==> src/rtl/result_reader.sv <==
// Unloads a rows x cols result matrix from data memory after the core signals
// END, streaming the elements row-major over a valid/ready output port.
module result_reader #(
  parameter int DATA_W = 16,
  parameter int ADDR_W = 16
) (
  input  logic              clk,
  input  logic              RESET,
  input  logic              END,
  input  logic [ADDR_W-1:0] base_addr,
  input  logic [7:0]        rows,
  input  logic [7:0]        cols,
  output logic              mem_read,
  output logic [ADDR_W-1:0] mem_addr,
  input  logic [DATA_W-1:0] mem_rdata,
  output logic [DATA_W-1:0] out_data,
  output logic              out_valid,
  input  logic              out_ready,
  output logic              out_last,
  output logic              busy,
  output logic              done,
  output logic [2:0]        state_dbg
);
  // Handshake: an element transfers on a rising edge where out_valid and
  // out_ready are both high; out_data and out_last hold while out_ready is low.

  typedef enum logic [2:0] {
    IDLE = 3'd0,
    READ = 3'd1,
    WAIT = 3'd2,
    SEND = 3'd3,
    FIN  = 3'd4
  } state_t;

  state_t            state, state_nx;
  logic              end_q;
  logic              armed;
  logic [ADDR_W-1:0] base_q;
  logic [15:0]       total;
  logic [15:0]       index;
  logic [15:0]       req_total;
  logic              start;
  logic              last;
  logic              xfer;

  assign req_total = 16'(rows) * 16'(cols);
  // armed blocks a start until END has been seen low since reset
  assign start     = END & ~end_q & armed & (state == IDLE);
  assign last      = (index == total - 16'd1);
  assign xfer      = (state == SEND) & out_ready;
  assign state_dbg = state;

  always_ff @(posedge clk) begin
    if (RESET) begin
      state    <= IDLE;
      end_q    <= 1'b0;
      armed    <= ~END;
      base_q   <= '0;
      total    <= '0;
      index    <= '0;
      out_data <= '0;
    end else begin
      state <= state_nx;
      end_q <= END;
      armed <= armed | ~END;
      if (start && req_total != 16'd0) begin
        base_q <= base_addr;
        total  <= req_total;
        index  <= '0;
      end
      if (state == WAIT) begin
        out_data <= mem_rdata;
      end
      if (xfer && !last) begin
        index <= index + 16'd1;
      end
    end
  end

  always_comb begin
    state_nx  = state;
    mem_read  = 1'b0;
    mem_addr  = '0;
    out_valid = 1'b0;
    out_last  = 1'b0;
    busy      = 1'b1;
    done      = 1'b0;
    case (state)
      IDLE: begin
        busy = 1'b0;
        if (start) begin
          state_nx = (req_total == 16'd0) ? FIN : READ;
        end
      end
      READ: begin
        mem_read = 1'b1;
        mem_addr = base_q + ADDR_W'(index);
        state_nx = WAIT;
      end
      WAIT: begin
        state_nx = SEND;
      end
      SEND: begin
        out_valid = 1'b1;
        out_last  = last;
        if (out_ready) begin
          state_nx = last ? FIN : READ;
        end
      end
      FIN: begin
        done     = 1'b1;
        state_nx = IDLE;
      end
      default: begin
        busy     = 1'b0;
        state_nx = IDLE;
      end
    endcase
  end

endmodule
==> config.mk <==
export PLATFORM = sky130hd
export DESIGN_NAME = result_reader
export DESIGN_NICKNAME = d
export VERILOG_FILES = /design/src/rtl/result_reader.sv
export SDC_FILE = /design/constraint.sdc
export NUM_CORES = 1
export LEC_CHECK = 0
export BUFFER_PORTS_ARGS = -buffer_cell sky130_fd_sc_hd__buf_2
export CAP_MARGIN = 25
export CORE_UTILIZATION = 60
export DETAILED_ROUTE_END_ITERATION = 10
export MAX_ROUTING_LAYER = met4
export PLACE_DENSITY_LB_ADDON = 0.2
export SYNTH_ARGS = -nofsm -noshare
export SYNTH_HDL_FRONTEND = slang
export SYNTH_SLANG_ARGS = --single-unit
==> constraint.sdc <==
create_clock -name clk -period 17.1 [get_ports clk]
set_clock_uncertainty 0.2 [all_clocks]
set_input_delay 3.42 -clock clk [delete_from_list [all_inputs] [get_ports clk]]
set_output_delay 3.42 -clock clk [all_outputs]
set_load 0.005 [all_outputs]
==> results <==
- Of the cells placed in the final design, the portion with a size suffix greater than 1 is 13.83%.
- After synthesis, flip-flops and latches occupy 21.96% of the total area.
- STA puts the critical path data required time at 17.17 ns.
- The via count of the first global-routing pass is 5779.
- Excluding fillers, the count of instances in the completed layout stands at 1018.
- The type of element launching the critical path is an input port.
- The cell count after synthesis is 808.
- The worst register-to-register path has a depth of 10.
- In the routed design, unresolved DRC markers number 2.
- By instance count, the cell type seen most on the critical path is sky130_fd_sc_hd__fa_1.
- The total negative setup slack is 0 ns.
- The later pin in the worst-skew pair is clocked with a latency of 0.34 ns.
- The slowest cell on the critical path is sky130_fd_sc_hd__a2111oi_0.
- The global-route wire length before repair is 25890 um.
- The placed wire-length estimate after detailed placement is 11740 um.
- The maximum VDD drop is 0.0001016 V.
- In this run the post-CTS setup repair buffer count came out at 0.
- The post-synthesis average cell area is 7.784 um^2.
- Clock-pin slew was measured on the worst setup and hold paths at 0.08 ns.
- The peak fanout along the critical path is 24.
- The floorplan step set the die width to 104.4 um.
- TritonCTS built the clock tree.
- The count of flip-flops with a built-in enable after synthesis is 0.
- The number of hold buffers added after CTS was 0.
- The number of max-slew violations in the final report was 0.
- In the finished design, the share of the clock period the worst path needs comes to 53.42%.
- Leaving out fill and tap cells, the most frequent cells in the layout are sky130_fd_sc_hd__nand2_1, sky130_fd_sc_hd__buf_2, sky130_fd_sc_hd__inv_1, sky130_fd_sc_hd__dfxtp_1, sky130_fd_sc_hd__a21oi_1.
- The number of port buffers is 91.
- The signal on the critical path passes through buf_2 -> nand2_1 -> fa_1 -> fa_1 -> fa_1 -> fa_1 -> inv_1 -> ha_1 -> o21ai_0 -> a21oi_1 -> o211a_1 -> o211ai_1 -> a2111oi_0 -> a21boi_4 -> buf_16 -> or3_4 -> o221ai_2.
- The core area is 10230 um^2.
- The residual overflow from global routing is 0.
- The number of CTS-inserted buffers is 9.
- The die covers 10900 um^2.
- Including well taps, the total number of placed cells is 1001.
- Dividing the detail-routed via count by the number of cells gives 5.795.
- The worst register-to-register path ends at index[15].
- For this run, the leading register cell type out of synthesis is sky130_fd_sc_hd__dfxtp_1.
- The repair_antennas step left the layout with diodes totalling 0.
- The power per cell area is 100.7 nW/um^2.
- The final antenna-violating net count is 0.
- The root buffer cell is sky130_fd_sc_hd__clkbuf_8.
- The critical path is of the in2reg type.
- The reg-to-reg critical path startpoint is total[0].
- The pin slew with the least headroom to its limit is 1.037 ns.
- The synthesized flop and latch total is 69.
- The clock passes through at most 2 buffers.
- For this run, the top clock speed supported by timing is 0.1095 GHz.
- After detailed routing, the average wire length per cell comes to 15.03 um.
- Setup slack on the worst reg-to-reg path comes out at 13.55 ns.
- Ranked by total cell area, the synthesized netlist is headed by sky130_fd_sc_hd__dfxtp_1, sky130_fd_sc_hd__fa_1, sky130_fd_sc_hd__ha_1, sky130_fd_sc_hd__nand2_1, sky130_fd_sc_hd__a21oi_1.
- Setup violations remaining at the end of the flow were counted as 0.
- Entering global routing, the biggest net connects 65 pins.
- Summed over all instances, the cell type with the most area after synthesis is sky130_fd_sc_hd__dfxtp_1.
- The count of cell types in the netlist is 68.
- The maximum level of the CTS H-tree is 3.
- Leaving out fill and tap cells, the most frequent cell in the layout is sky130_fd_sc_hd__nand2_1.
- Of the post-synthesis cell area, the dominant cell type holds 21.96%.
- After the last flow step, the layout net total stands at 1019.
- The post-synthesis to final-layout area growth is 12.21%.
- The area of the mapped netlist is 6290 um^2.
- The max-capacitance violation count is 0.
- Setup repair after global routing left no endpoint under its margin.
- The worst setup slack before clock tree synthesis is 7.697 ns.
- The time the worst path needs with I/O delays and setup is 9.135 ns.
- The worst path meets setup with 7.965 ns of slack.
- The number of vias in the routed layout is 5899.
- The die extent in y is 104.4 um.
- The startpoint of the most critical setup path is cols[7].
- The most critical setup path has its endpoint at index[14].
- The placement row count is 37.
- The flow ran to the end, but the final reports show violations.
- For the worst setup path, the data arrival time is 9.20 ns.
- The worst pin sits at a relative slew slack of 30.71%.
- The post-CTS resize count is 0.
- CTS saw 69 sinks.
- The share of async-settable or async-resettable flops after synthesis is 0%.
- Wires add up to 15310 um.
- The final reports fail on DRC.
- The kind of capture point of the worst setup path is a flop.
- The total iterations of the first detailed-routing run is 8.
- Across every metal layer, demand over resource in global routing totals 29.76%.
- For this block, the initial DRC count from the detailed router was 344.
- The number of placed I/O pins is 92.
- The initial antenna violation count is 0.
- The count of yosys warnings during synthesis is 0.
- The analysis attributes to cell leakage a power of 3.260 nW.
- The worst hold path belongs to the class reg2reg.
- Synthesis produced a netlist with a net count of 950.
- The maximum cell stage delay along the critical path is 0.90 ns.
- The effective utilization at floorplan is 61.48%.
- The final weighted congestion in routability-driven placement is 0.8466.
- The final number of hold-violating endpoints came to 0.
## stage by stage
step	util, %	area (um^2)	hold WS (ns)	total power, mW
after floorplan	-	6290	0.2406	0.4627
after global placement	66.38	6792	0.2398	0.5326
after detailed placement	66.38	6792	0.2456	0.5401
after CTS	68.72	7030	0.2559	0.7057
after global routing	68.99	7058	0.2755	0.7645
final	68.99	7058	0.2543	0.7104
## layout make-up
type / count / area, um^2
multi-input cells: 632 / 4507
fillers: 867 / 3173
flip-flops and latches: 69 / 1381
repair buffers: 93 / 490.5
inverters: 72 / 270.3
well taps: 136 / 170.2
clock buffers: 10 / 127.6
clock inverters: 6 / 111.4
## flip-flops by register name (all words and copies together), names as in the netlist
signal / count
armed: 1
out_data: 16
end_q: 1
state_dbg: 3
index: 16
base_q: 16
total: 16
## cells in the mapped netlist, types with 3 or more instances
library cell                instances
sky130_fd_sc_hd__a31oi_1            7
sky130_fd_sc_hd__nand2b_1           6
sky130_fd_sc_hd__clkbuf_1          29
sky130_fd_sc_hd__o41ai_1           11
sky130_fd_sc_hd__o2111ai_1          3
sky130_fd_sc_hd__and2_1            43
sky130_fd_sc_hd__nand3_1            9
sky130_fd_sc_hd__or4_1              5
sky130_fd_sc_hd__a22o_1             3
sky130_fd_sc_hd__nand4_1            4
sky130_fd_sc_hd__a21oi_1           66
sky130_fd_sc_hd__nor2b_1            5
sky130_fd_sc_hd__or3_1             11
sky130_fd_sc_hd__fa_1              37
sky130_fd_sc_hd__dfxtp_1           69
sky130_fd_sc_hd__nor3_1            17
sky130_fd_sc_hd__xnor2_1           25
sky130_fd_sc_hd__inv_1             72
sky130_fd_sc_hd__xor2_1            14
sky130_fd_sc_hd__o21ai_0           22
sky130_fd_sc_hd__a21o_1             8
sky130_fd_sc_hd__nor2_1            46
sky130_fd_sc_hd__nand2_1          144
sky130_fd_sc_hd__or2_2              3
sky130_fd_sc_hd__ha_1              53
sky130_fd_sc_hd__o311ai_0           3
sky130_fd_sc_hd__and3_1            18
sky130_fd_sc_hd__buf_2              3
sky130_fd_sc_hd__o21bai_1           3
sky130_fd_sc_hd__a211oi_1           3
sky130_fd_sc_hd__nand3b_1           5
sky130_fd_sc_hd__nor4_1             6
sky130_fd_sc_hd__nor3b_1            4
sky130_fd_sc_hd__o211ai_1           5
## worst min path at each step
stage | slack (ns) | from | depth (start not counted) | to
detailed placement | 0.25 | out_data[14] | 2 | out_data[14]
finish | 0.25 | out_data[14] | 2 | out_data[14]
global route | 0.28 | out_data[14] | 2 | out_data[14]
global placement | 0.24 | out_data[7] | 2 | out_data[7]
floorplan | 0.24 | base_q[0] | 2 | base_q[0]
CTS | 0.26 | out_data[14] | 2 | out_data[14]
## metal layers
metal / vias to the layer above / part of all wire (%) / GRT usage [%]
li1: 2905 / - / -
met1: 2782 / 44 / 35.20
met2: 182 / 49 / 51.66
met3: 30 / 4.9 / 4.449
met4: 0 / 2.2 / 9.796
met5: - / 0 / -
## power breakdown
group,internal (mW),switching (mW)
logic,0.150,0.211
registers,0.172,0.0128
clock network,0.0970,0.0675
total,0.420,0.291
## worst max-delay path, delay by kind of cell
family | cells | cell delay, ns
buf+inv | 3 | 0.47
simple gates | 2 | 0.49
fa+ha+maj | 5 | 2.45
compound gates | 7 | 2.37
## logic make-up after synthesis
group / count (synthesis) / synth area share, %
simple gates: 337 / 26.34
compound gates: 164 / 17.05
buf+inv: 107 / 6.564
fa+ha+maj: 90 / 22.32
flops: 69 / 21.96
xor+xnor: 39 / 5.431
mux: 2 / 0.3382
(Power assumes the default switching activity.)
